$ cat src/rtl/gpioemu_master_if.sv
// gpioemu_master_if
// Groups the command, response and peripheral strobe-bus signals of the
// gpioemu_master. The "master" modport is the view of gpioemu_master itself;
// the "slave" modport is the view of the surrounding logic, which provides the
// host command/response side and the peripheral read data.
//
// Signals:
//   cmd_valid/cmd_ready, cmd_a1/cmd_a2      command port (24-bit operands)
//   rsp_valid/rsp_ready, rsp_w/rsp_l,
//   rsp_ovf/rsp_timeout                     response port
//   saddress, swr, srd, sdata_out           strobe bus driven to the peripheral
//   sdata_in                                read data returned by the peripheral
interface gpioemu_master_if;
  logic        cmd_valid;
  logic        cmd_ready;
  logic [23:0] cmd_a1;
  logic [23:0] cmd_a2;
  logic        rsp_valid;
  logic        rsp_ready;
  logic [31:0] rsp_w;
  logic [23:0] rsp_l;
  logic        rsp_ovf;
  logic        rsp_timeout;
  logic [15:0] saddress;
  logic        swr;
  logic        srd;
  logic [31:0] sdata_out;
  logic [31:0] sdata_in;

  modport master (
    input  cmd_valid, cmd_a1, cmd_a2, rsp_ready, sdata_in,
    output cmd_ready, rsp_valid, rsp_w, rsp_l, rsp_ovf, rsp_timeout,
           saddress, swr, srd, sdata_out
  );

  modport slave (
    output cmd_valid, cmd_a1, cmd_a2, rsp_ready, sdata_in,
    input  cmd_ready, rsp_valid, rsp_w, rsp_l, rsp_ovf, rsp_timeout,
           saddress, swr, srd, sdata_out
  );
endinterface

$ cat src/rtl/gpioemu_master.sv
// gpioemu_master
// Bus initiator for the multiply/popcount GPIO peripheral. A command carries
// two 24-bit operands; the master writes A1, A2 and the start register, polls
// the status register until it reports ready (or the poll limit expires),
// reads the product low word W and popcount L, and presents them on the
// response port.
//
// Ports:
//   clk          single clock, rising edge
//   n_reset      synchronous reset, active HIGH (name kept for compatibility)
//   bus          gpioemu_master_if.master: command, response and strobe bus
//   o_dbg_state  current FSM state, for observation only
//
// Handshakes: a transfer happens on a rising clock edge where both valid and
// ready are high. cmd_ready is high only in IDLE. rsp_valid is high only in
// RESP, and once raised it stays high with all rsp_* stable until rsp_ready.
//
// Every bus access is SETUP_CYCLES of address/data with strobe low,
// STROBE_CYCLES with strobe high, then one HOLD cycle with strobe low. Read
// data are captured at the edge ending the HOLD cycle.
module gpioemu_master #(
  parameter int unsigned SETUP_CYCLES  = 1,
  parameter int unsigned STROBE_CYCLES = 2,
  parameter int unsigned POLL_LIMIT    = 1024
) (
  input  logic             clk,
  input  logic             n_reset,
  gpioemu_master_if.master bus,
  output logic [3:0]       o_dbg_state
);

  localparam logic [15:0] ADDR_A1 = 16'h037F;
  localparam logic [15:0] ADDR_A2 = 16'h0388;
  localparam logic [15:0] ADDR_CS = 16'h03A0;
  localparam logic [15:0] ADDR_W  = 16'h0390;
  localparam logic [15:0] ADDR_L  = 16'h0398;

  localparam logic [3:0] S_IDLE    = 4'd0;
  localparam logic [3:0] S_WR_A1   = 4'd1;
  localparam logic [3:0] S_WR_A2   = 4'd2;
  localparam logic [3:0] S_WR_GO   = 4'd3;
  localparam logic [3:0] S_RD_STAT = 4'd4;
  localparam logic [3:0] S_RD_W    = 4'd5;
  localparam logic [3:0] S_RD_L    = 4'd6;
  localparam logic [3:0] S_RESP    = 4'd7;

  localparam logic [1:0] PH_SETUP  = 2'd0;
  localparam logic [1:0] PH_STROBE = 2'd1;
  localparam logic [1:0] PH_HOLD   = 2'd2;

  localparam int unsigned PW = $clog2(POLL_LIMIT + 1);

  logic [3:0]    r_state;
  logic [1:0]    r_phase;
  logic [15:0]   r_cnt;
  logic [PW-1:0] r_poll;
  logic [23:0]   r_a2;
  logic [15:0]   r_saddress;
  logic [31:0]   r_sdata_out;
  logic          r_swr;
  logic          r_srd;
  logic [31:0]   r_rsp_w;
  logic [23:0]   r_rsp_l;
  logic          r_rsp_ovf;
  logic          r_rsp_timeout;

  logic          w_is_wr;
  logic          w_poll_more;
  logic [3:0]    w_next;

  function automatic logic [15:0] f_addr(input logic [3:0] s);
    case (s)
      S_WR_A1:           f_addr = ADDR_A1;
      S_WR_A2:           f_addr = ADDR_A2;
      S_WR_GO, S_RD_STAT: f_addr = ADDR_CS;
      S_RD_W:            f_addr = ADDR_W;
      S_RD_L:            f_addr = ADDR_L;
      default:           f_addr = 16'h0000;
    endcase
  endfunction

  assign w_is_wr     = (r_state == S_WR_A1) || (r_state == S_WR_A2) || (r_state == S_WR_GO);
  // Another status read is allowed only while the total stays below the limit.
  assign w_poll_more = ((32'(r_poll) + 32'd1) < POLL_LIMIT);

  // State that follows the access currently in its HOLD cycle.
  always_comb begin
    w_next = S_IDLE;
    case (r_state)
      S_WR_A1:   w_next = S_WR_A2;
      S_WR_A2:   w_next = S_WR_GO;
      S_WR_GO:   w_next = S_RD_STAT;
      S_RD_STAT: begin
        if (bus.sdata_in[1])  w_next = S_RD_W;
        else if (w_poll_more) w_next = S_RD_STAT;
        else                  w_next = S_RESP;
      end
      S_RD_W:    w_next = S_RD_L;
      S_RD_L:    w_next = S_RESP;
      default:   w_next = S_IDLE;
    endcase
  end

  always_ff @(posedge clk) begin
    if (n_reset) begin
      r_state       <= S_IDLE;
      r_phase       <= PH_SETUP;
      r_cnt         <= '0;
      r_poll        <= '0;
      r_a2          <= '0;
      r_saddress    <= '0;
      r_sdata_out   <= '0;
      r_swr         <= 1'b0;
      r_srd         <= 1'b0;
      r_rsp_w       <= '0;
      r_rsp_l       <= '0;
      r_rsp_ovf     <= 1'b0;
      r_rsp_timeout <= 1'b0;
    end else begin
      case (r_state)
        S_IDLE: begin
          if (bus.cmd_valid) begin
            // A1 goes straight onto the data bus; only A2 needs holding.
            r_a2          <= bus.cmd_a2;
            r_poll        <= '0;
            r_state       <= S_WR_A1;
            r_phase       <= PH_SETUP;
            r_cnt         <= '0;
            r_saddress    <= ADDR_A1;
            r_sdata_out   <= {8'h00, bus.cmd_a1};
            r_rsp_w       <= '0;
            r_rsp_l       <= '0;
            r_rsp_ovf     <= 1'b0;
            r_rsp_timeout <= 1'b0;
          end
        end
        S_RESP: begin
          if (bus.rsp_ready) r_state <= S_IDLE;
        end
        default: begin
          case (r_phase)
            PH_SETUP: begin
              if (r_cnt == 16'(SETUP_CYCLES - 1)) begin
                r_phase <= PH_STROBE;
                r_cnt   <= '0;
                if (w_is_wr) r_swr <= 1'b1;
                else         r_srd <= 1'b1;
              end else begin
                r_cnt <= r_cnt + 16'd1;
              end
            end
            PH_STROBE: begin
              if (r_cnt == 16'(STROBE_CYCLES - 1)) begin
                r_phase <= PH_HOLD;
                r_cnt   <= '0;
                r_swr   <= 1'b0;
                r_srd   <= 1'b0;
              end else begin
                r_cnt <= r_cnt + 16'd1;
              end
            end
            default: begin
              r_phase <= PH_SETUP;
              r_cnt   <= '0;
              r_state <= w_next;
              case (r_state)
                S_RD_STAT: begin
                  if (bus.sdata_in[1]) begin
                    r_rsp_ovf <= ~bus.sdata_in[0];
                  end else if (w_poll_more) begin
                    r_poll <= r_poll + PW'(1);
                  end else begin
                    r_rsp_timeout <= 1'b1;
                    r_rsp_w       <= '0;
                    r_rsp_l       <= '0;
                    r_rsp_ovf     <= 1'b0;
                  end
                end
                S_RD_W:  r_rsp_w <= bus.sdata_in;
                S_RD_L:  r_rsp_l <= bus.sdata_in[23:0];
                default: ;
              endcase
              // Address/data change only here, so they are new from the
              // first SETUP cycle of the next access. In RESP they are held.
              if (w_next != S_RESP) begin
                r_saddress  <= f_addr(w_next);
                r_sdata_out <= (w_next == S_WR_A2) ? {8'h00, r_a2} : 32'h0;
              end
            end
          endcase
        end
      endcase
    end
  end

  assign bus.cmd_ready   = (r_state == S_IDLE);
  assign bus.rsp_valid   = (r_state == S_RESP);
  assign bus.rsp_w       = r_rsp_w;
  assign bus.rsp_l       = r_rsp_l;
  assign bus.rsp_ovf     = r_rsp_ovf;
  assign bus.rsp_timeout = r_rsp_timeout;
  assign bus.saddress    = r_saddress;
  assign bus.sdata_out   = r_sdata_out;
  assign bus.swr         = r_swr;
  assign bus.srd         = r_srd;
  assign o_dbg_state     = r_state;

endmodule

$ cat src/flat_wrapper.sv
// flat-port wrapper written by rule: the top's interface ports become plain ports
module gpioemu_master_flat 
#(
  parameter int unsigned SETUP_CYCLES  = 1,
  parameter int unsigned STROBE_CYCLES = 2,
  parameter int unsigned POLL_LIMIT    = 1024
)
  (clk, n_reset, o_dbg_state, bus_cmd_valid, bus_cmd_a1, bus_cmd_a2, bus_rsp_ready, bus_sdata_in, bus_cmd_ready, bus_rsp_valid, bus_rsp_w, bus_rsp_l, bus_rsp_ovf, bus_rsp_timeout, bus_saddress, bus_swr, bus_srd, bus_sdata_out);
  gpioemu_master_if bus_i ();
  input  logic clk;
  input  logic n_reset;
  output logic [3:0] o_dbg_state;
  input wire logic [$bits(bus_i.cmd_valid)-1:0] bus_cmd_valid;
  input wire logic [$bits(bus_i.cmd_a1)-1:0] bus_cmd_a1;
  input wire logic [$bits(bus_i.cmd_a2)-1:0] bus_cmd_a2;
  input wire logic [$bits(bus_i.rsp_ready)-1:0] bus_rsp_ready;
  input wire logic [$bits(bus_i.sdata_in)-1:0] bus_sdata_in;
  output wire logic [$bits(bus_i.cmd_ready)-1:0] bus_cmd_ready;
  output wire logic [$bits(bus_i.rsp_valid)-1:0] bus_rsp_valid;
  output wire logic [$bits(bus_i.rsp_w)-1:0] bus_rsp_w;
  output wire logic [$bits(bus_i.rsp_l)-1:0] bus_rsp_l;
  output wire logic [$bits(bus_i.rsp_ovf)-1:0] bus_rsp_ovf;
  output wire logic [$bits(bus_i.rsp_timeout)-1:0] bus_rsp_timeout;
  output wire logic [$bits(bus_i.saddress)-1:0] bus_saddress;
  output wire logic [$bits(bus_i.swr)-1:0] bus_swr;
  output wire logic [$bits(bus_i.srd)-1:0] bus_srd;
  output wire logic [$bits(bus_i.sdata_out)-1:0] bus_sdata_out;
  assign bus_i.cmd_valid = bus_cmd_valid;
  assign bus_i.cmd_a1 = bus_cmd_a1;
  assign bus_i.cmd_a2 = bus_cmd_a2;
  assign bus_i.rsp_ready = bus_rsp_ready;
  assign bus_i.sdata_in = bus_sdata_in;
  assign bus_cmd_ready = bus_i.cmd_ready;
  assign bus_rsp_valid = bus_i.rsp_valid;
  assign bus_rsp_w = bus_i.rsp_w;
  assign bus_rsp_l = bus_i.rsp_l;
  assign bus_rsp_ovf = bus_i.rsp_ovf;
  assign bus_rsp_timeout = bus_i.rsp_timeout;
  assign bus_saddress = bus_i.saddress;
  assign bus_swr = bus_i.swr;
  assign bus_srd = bus_i.srd;
  assign bus_sdata_out = bus_i.sdata_out;
  gpioemu_master #(.SETUP_CYCLES(SETUP_CYCLES), .STROBE_CYCLES(STROBE_CYCLES), .POLL_LIMIT(POLL_LIMIT)) u_core (.clk(clk), .n_reset(n_reset), .bus(bus_i), .o_dbg_state(o_dbg_state));
endmodule
$ cat config.mk
export PLATFORM = sky130hd
export DESIGN_NAME = gpioemu_master_flat
export DESIGN_NICKNAME = d
export VERILOG_FILES = /design/src/rtl/gpioemu_master_if.sv /design/src/rtl/gpioemu_master.sv /design/src/flat_wrapper.sv
export SDC_FILE = /design/constraint.sdc
export NUM_CORES = 1
export LEC_CHECK = 0
export ABC_AREA = 1
export CAP_MARGIN = 25
export CORE_ASPECT_RATIO = 1.2
export CORE_MARGIN = 3
export CORE_UTILIZATION = 37
export DETAILED_ROUTE_END_ITERATION = 8
export PLACE_DENSITY = 0.66
export REMOVE_ABC_BUFFERS = 1
export SYNTH_ARGS = -nofsm -noshare
export SYNTH_HDL_FRONTEND = slang
export SYNTH_SLANG_ARGS = --single-unit
$ cat constraint.sdc
create_clock -name clk -period 3.7 [get_ports clk]
set_input_delay 0.37 -clock clk [delete_from_list [all_inputs] [get_ports clk]]
set_output_delay 0.37 -clock clk [all_outputs]
set_load 0.02 [all_outputs]
==> results by group, run 1 <==
Power and ir drop
  – Switching power share of the total: 0.404
  – VDD IR max: 0.386 mV
  – Seq pwr share: 0.312
  – Pwr Density: 707 mW/mm2
  – Pwr Total: 6.24 mW
  – Net Sw Power: 2.52 mW
  – Leak: 3.18 nW
  – Gate power share: 0.396
  – Clock power share: 0.292
  – Int Pwr: 3.72 mW

Routing
  – Pre-antenna DRT Iters: 5
  – Via/cell ratio: 4.81
  – Vias: 6,045
  – # DRC: 0
  – 1st-iter DRT viols: 338
  – Antenna-violating nets left: 0
  – Total Wirelength: 17,800 um
  – Routed WL per cell: 14.2 um

Yosys
  – Top_reg_cell synth: dfxtp_1
  – Async SR Flop Fraction: 0
  – Flip-flop and latch count after synthesis: 146
  – Area leader, netlist: dfxtp_1
  – Post-synth top area share: 0.457
  – Part of the Yosys area used for sequential elements: 0.457
  – Synth cell types: 40
  – Yosys warns: 0
  – Post-synth EDFFs: 0
  – Synth Instances: 873
  – Synthesized area per cell: 7.33 um2
  – Dominant cells by area after synthesis: dfxtp_1, nand2_1, a21oi_1
  – Post-synthesis cell area: 0.00640 mm2

Critical path
  – Critical Path RT: 4.01 ns
  – CP Launch Type: register
  – Crit path capture type: register
  – Kind of critical path: reg -> reg
  – Worst Path Arrival: 3.07 ns
  – Crit-path max FO: 27
  – Worst r2r src: u_core.r_poll[1]$_SDFFE_PP0P_
  – Crit path from: u_core.r_poll[1]$_SDFFE_PP0P_

Global route
  – Total global routing overflow: 0
  – Largest net degree at the start of global routing: 50
  – Vias in the first global route: 5,690
  – First-pass GRT wire length: 28,600 um
  – Global Route Usage Sum: 0.185
  – Initial antenna violation count: 0

Cells and area
  – Antenna fix cells: 0
  – Synth-to-Final Area Change: 38.0%
  – Nets: 1,117
  – Most frequent cells in the layout: nand2_1, clkdlybuf4s50_1, dfxtp_1
  – Leading cell type in the layout, fill and taps excluded: nand2_1
  – Layout cell share with drive strength beyond 1: 0.0662

STA
  – Worst Clk Skew: 0.0112 ns
  – Rel. slew slack: 0.363
  – Period utilization: 0.746
  – Finish-stage setup viols: 0
  – Setup ws final: 0.939 ns
  – Hold Fails Final Rpt: 0
  – Setup_tns: 0 ns
  – Final hold slack: 0.428 ns
  – RSZ-0062 raised after global routing: no
  – Fmax: 362 MHz
  – Worst Tran Pin Value: 0.954 ns
  – Final slew viol count: 0
  – Period minus WS final: 2.76 ns

Clock tree
  – Post-CTS sizing: 0
  – Setup Fix Bufs, Post-CTS: 0
  – Worst-path clk slew: 0.07 ns
  – # hold bufs at CTS: 0
  – CTS root buffer: clkbuf_16
  – Inserted Clock Buffers: 17
  – CTS tree: built
  – Clk buf depth: 2
  – H-tree depth: 4
  – CTS Sinks: 146
  – Skew-Pair Late Insertion Delay: 0.42 ns

Floorplanning
  – # IOs: 198
  – Die Ht: 150 um
  – Die width: 126 um
  – Core region area: 0.0169 mm2
  – Initial Util: 0.378
  – Num rows: 52
  – Die area: 0.0189 mm2

Place
  – Pre-CTS WS: 0.827 ns
  – Placer Congestion: 0.884
  – Post-DP HPWL: 12,500 um
  – IO Port Bufs: 182

Job
  – Max Cap Viol: 0

Min path
  – Hold WC Path Type: in -> reg
  – HP Start: n_reset

Status
  – Outcome: complete, no violations
-- state kept, by name, summed over array words and instances (netlist names) --
signal / count
u_core.bus.sdata_out: 24
u_core.o_dbg_state: 3
u_core.r_a2: 24
u_core.bus.swr: 1
u_core.bus.rsp_ovf: 1
u_core.bus.rsp_w: 32
u_core.r_cnt: 16
u_core.bus.rsp_timeout: 1
u_core.r_poll: 11
u_core.bus.srd: 1
u_core.bus.saddress: 6
u_core.r_phase: 2
u_core.bus.rsp_l: 24
-- layout make-up --
cell class | count | area, um2
Tap cell | 216 | 270
Clock buffer | 18 | 439
Fill cell | 1640 | 8080
Inverter | 75 | 284
Clock inverter | 14 | 188
Multi-Input combinational cell | 602 | 2870
Sequential cell | 146 | 2920
Timing Repair Buffer | 187 | 1860
-- routing by layer --
layer,GRT usage,part of all wire
met4,0.0601,0.0050
met2,0.313,0.49
met3,0.0472,0.060
met5,0,0
met1,0.232,0.45
-- cells by family after synthesis --
| family | count (synthesis) | synth area share |
|---|---|---|
| AOI/OAI and AO/OA | 210 | 0.175 |
| xor gates and xnor gates | 4 | 0.00547 |
| adders and majority gates | 4 | 0.00782 |
| buffers and inverters | 139 | 0.103 |
| DFF | 146 | 0.457 |
| other | 1 | 0.000586 |
| and+or+nand+nor | 369 | 0.252 |
-- worst max-delay path: stages (launching register included) --
cell and delay, ns:
dfxtp_1 0.35, ha_1 0.21, nand3_1 0.09, nor2_1 0.19, nand3_1 0.15, nand4_1 0.16
nand2_1 0.10, nand2_2 0.11, nand3_4 0.28, nand2_1 0.51, buf_4 0.30, nand2_1 0.07
nand2_1 0.06, nor2_1 0.06
-- synthesized netlist by cell type (3+ instances only) --
cell / count
nand2_1: 205
dfxtp_1: 146
a21oi_1: 133
nand3_1: 74
inv_1: 64
o21ai_0: 63
nor2_1: 49
buf_4: 30
clkbuf_1: 24
nor3_1: 12
inv_2: 10
nand4_1: 9
buf_2: 6
ha_1: 4
nand2_2: 4
nand2_4: 4
nor2_4: 3
xor2_1: 3
-- stage by stage --
stage | util | cell area (um2) | std cells
floorplan | - | 6080 | 823
global placement | 0.485 | 8210 | 1226
detailed placement | 0.485 | 8210 | 1226
CTS | 0.522 | 8830 | 1258
global route | 0.522 | 8830 | 1258
finish | 0.522 | 8830 | 1258
-- final timing paths --
check / to / slack, ns / cells past startpoint
setup / recovery: u_core.bus.saddress[3]$_SDFFE_PP0P_ / 0.94 / 13
hold / removal: u_core.bus.rsp_l[11]$_SDFFE_PP0P_ / 0.43 / 2
setup reg to reg: u_core.bus.saddress[3]$_SDFFE_PP0P_ / 0.94 / 13
hold reg to reg: u_core.r_a2[16]$_SDFFE_PP0P_ / 0.45 / 2
-- power by group through the flow --
| stage | Clock (mW) | Combinational (mW) | Sequential (mW) |
|---|---|---|---|
| 4_1_cts | 1.86 | 2.52 | 1.94 |
| 5_1_grt | 1.94 | 2.75 | 1.97 |
| 6_report | 1.82 | 2.47 | 1.94 |
| 2_1_floorplan | 0 | 1.33 | 2.15 |
| 3_3_place_gp | 0 | 2.50 | 1.98 |
| 3_5_place_dp | 0 | 2.51 | 1.98 |
Note: power is estimated with default switching activity, not from simulation.
==> run 2, diff against run 1 <==
--- a/config.mk
+++ b/config.mk
@@ -11,7 +11,7 @@
 export CORE_MARGIN = 3
 export CORE_UTILIZATION = 37
 export DETAILED_ROUTE_END_ITERATION = 8
-export PLACE_DENSITY = 0.66
+export PLACE_DENSITY = 0.68
 export REMOVE_ABC_BUFFERS = 1
 export SYNTH_ARGS = -nofsm -noshare
 export SYNTH_HDL_FRONTEND = slang
==> constraint.sdc (replaced) <==
create_clock -name clk -period 2.2 [get_ports clk]
set_input_delay 0.22 -clock clk [delete_from_list [all_inputs] [get_ports clk]]
set_output_delay 0.22 -clock clk [all_outputs]
set_load 0.02 [all_outputs]
==> run 2 against run 1 <==
  * Register-to-register slack worse by 0.75 ns
  * Design area is 1.8% higher
  * Combinational power is 79% higher
  * Core utilization is 0.96 points higher
  * Sequential share of layout area is 0.57 points lower
  * Cell count is 0.95% higher
  * Total power is 71% higher
  * Critical path depth is 2 lower
  * Clock power is 63% higher
  * Worst hold slack worse by 0.076 ns
  * Die area stayed put
  * Sequential power is 69% higher
  * Critical endpoint is now u_core.bus.sdata_out[4]$_SDFFE_PP0P_
  * Largest cell class unchanged
  * Largest power group unchanged
==> results by group, run 2 (same netlist as run 1, synthesis figures left out) <==
Global route
  – Total global routing overflow: 0 (unchanged)
  – Vias in the first global route: 5,562 (-2.2%)
  – First-pass GRT wire length: 28,100 um (-1.6%)
  – Initial antenna violation count: 0 (unchanged)
  – Global Route Usage Sum: 0.182 (-0.00285)
  – Largest net degree at the start of global routing: 96 (+92%)

Clock tree
  – CTS tree: built
  – Worst-path clk slew: 0.06 ns (about the same)
  – H-tree depth: 4 (unchanged)
  – CTS root buffer: clkbuf_16
  – Skew-Pair Late Insertion Delay: 0.42 ns (about the same)
  – Clk buf depth: 2 (unchanged)
  – Inserted Clock Buffers: 17 (unchanged)
  – Setup Fix Bufs, Post-CTS: 0 (unchanged)
  – CTS Sinks: 146 (unchanged)

Floorplanning
  – Initial Util: 0.378 (unchanged)
  – Die width: 126 um (unchanged)
  – Num rows: 52 (unchanged)
  – Die Ht: 150 um (unchanged)
  – Core region area: 0.0169 mm2 (unchanged)
  – Die area: 0.0189 mm2 (unchanged)
  – # IOs: 198 (unchanged)

Routing
  – Pre-antenna DRT Iters: 4 (-1)
  – Total Wirelength: 17,800 um (about the same)
  – # DRC: 0 (unchanged)
  – Vias: 6,197 (+2.5%)
  – Routed WL per cell: 14.0 um (-1.0%)
  – 1st-iter DRT viols: 273 (-19%)
  – Antenna-violating nets left: 0 (unchanged)
  – Via/cell ratio: 4.88 (+1.5%)

Critical path
  – CP Buf/Inv Count: 1 (unchanged)
  – Critical Path RT: 2.54 ns (-1.47 ns)
  – Critical-path top delay cell: dfxtp_1
  – Kind of critical path: reg -> reg
  – Delay-heaviest family, CP: simple AND/OR/NAND/NOR gates
  – Crit-path max FO: 30 (+11%)
  – CP Launch Type: register
  – CP peak stage delay: 0.39 ns (-0.12 ns)
  – Worst path cell trace: nand2_1 -> nor2_4 -> nand3_1 -> nand4_1 -> nand2_1 -> nand2_2 -> nand3_4 -> nand2_1 -> buf_12 -> nand2_1 -> a21oi_1
  – Crit path capture type: register
  – Most used cell, CP: nand2_1
  – Worst Path Arrival: 2.36 ns (-0.71 ns)

STA
  – Worst Tran Pin Value: 0.666 ns (-0.288 ns)
  – Rel. slew slack: 0.555 (+0.191)
  – Final slew viol count: 0 (unchanged)
  – Finish-stage setup viols: 0 (unchanged)
  – Period minus WS final: 2.01 ns (-0.750 ns)
  – Hold Fails Final Rpt: 0 (unchanged)
  – Fmax: 497 MHz (+37%)
  – Setup ws final: 0.189 ns (-0.750 ns)
  – Period utilization: 0.914 (+0.168)
  – Worst Clk Skew: 0.00877 ns (-0.00239 ns)

Cells and area
  – Layout cell share with drive strength beyond 1: 0.0816 (+0.0154)
  – Nets: 1,130 (+1.2%)
  – Largest register FFs: 32 (unchanged)
  – Synth-to-Final Area Change: 40.5%
  – Final Instance Area: 0.00900 mm2 (+1.8%)
  – FILL cells: 1,667 (+1.6%)
  – Leading cell type in the layout, fill and taps excluded: nand2_1
  – Most frequent cells in the layout: nand2_1, clkdlybuf4s50_1, dfxtp_1
  – Antenna fix cells: 0 (unchanged)
  – Final cell count without fillers: 1,270 (+0.95%)
  – Post-layout util: 0.532 (+0.00962)

Power and ir drop
  – Pwr Density: 1180 mW/mm2 (+68%)
  – Leak: 3.26 nW (+2.5%)
  – VDD IR max: 0.799 mV (+110%)

Min path
  – Hold WC Path Type: in -> reg

Place
  – Pre-CTS WS: 0.153 ns (-0.675 ns)
  – Post-DP HPWL: 12,400 um (-0.95%)
  – Dpl cells: 1,239 (+1.1%)
  – IO Port Bufs: 182 (unchanged)
  – DP Area: 0.00835 mm2 (+1.8%)
  – Placer Congestion: 0.856 (-3.1%)

Job
  – Max Cap Viol: 0 (unchanged)

Status
  – Outcome: complete, no violations
[run 2: worst reg2reg max path: cells and delay by family (launching register included)]
family,cells,cell delay [ns]
AND/OR/NAND/NOR,9,1.23
flip-flops,1,0.39
buffers and inverters,1,0.18
AO/OA/AOI/OAI,1,0.14
[run 2: what timing repair did]
action,CTS,global route
endpoints found under the setup margin,2,49
gates resized for setup,2,10
hold buffers,0,0
[run 2: report_power, final]
part / switching, mW / internal (mW)
logic: 2.83 / 1.57
clock network: 1.12 / 1.85
registers: 0.228 / 3.05
[run 2: metrics by stage]
| step | setup TNS (ns) | total power [mW] | hold WS (ns) |
|---|---|---|---|
| 6_report | 0 | 10.6 | 0.352 |
| 5_1_grt | -0.129 | 11.3 | 0.360 |
| 4_1_cts | 0 | 10.8 | 0.338 |
| 3_5_place_dp | 0 | 7.75 | 0.438 |
| 3_3_place_gp | 0 | 7.75 | 0.432 |
| 2_1_floorplan | -21.83 | 5.85 | 0.289 |
[run 2: routing by layer]
layer  global-route usage  share of wire
met5                    0              0
met4               0.0499          0.015
met2                0.304           0.48
met3               0.0522          0.067
met1                0.232           0.44
[run 2: layout make-up]
class / instances / area, um2 / area share
clock inverters: 11 / 150 / 0.0167
inverters: 75 / 284 / 0.0316
flip-flops and latches: 146 / 2930 / 0.325
multi-input cells: 602 / 2900 / 0.323
clock buffers: 20 / 457 / 0.0508
well taps: 216 / 270 / 0.0300
repair buffers: 200 / 2010 / 0.223
[run 2: final timing paths]
check | startpoint | end | slack, ns | cells after the start
max | u_core.r_poll[4]$_SDFFE_PP0P_ | u_core.bus.sdata_out[4]$_SDFFE_PP0P_ | 0.19 | 11
min | n_reset | u_core.bus.rsp_l[20]$_SDFFE_PP0P_ | 0.35 | 3
max reg2reg | u_core.r_poll[4]$_SDFFE_PP0P_ | u_core.bus.sdata_out[4]$_SDFFE_PP0P_ | 0.19 | 11
min reg2reg | u_core.r_a2[9]$_SDFFE_PP0P_ | u_core.r_a2[9]$_SDFFE_PP0P_ | 0.45 | 2
==> run 3, diff against run 2 <==
--- a/config.mk
+++ b/config.mk
@@ -6,6 +6,7 @@
 export NUM_CORES = 1
 export LEC_CHECK = 0
 export ABC_AREA = 1
+export ABC_CLOCK_PERIOD_IN_PS = 2200
 export CAP_MARGIN = 25
 export CORE_ASPECT_RATIO = 1.2
 export CORE_MARGIN = 3
==> results of run 3 <==
The final DEF is identical to that of run 2; final timing and power are the same.
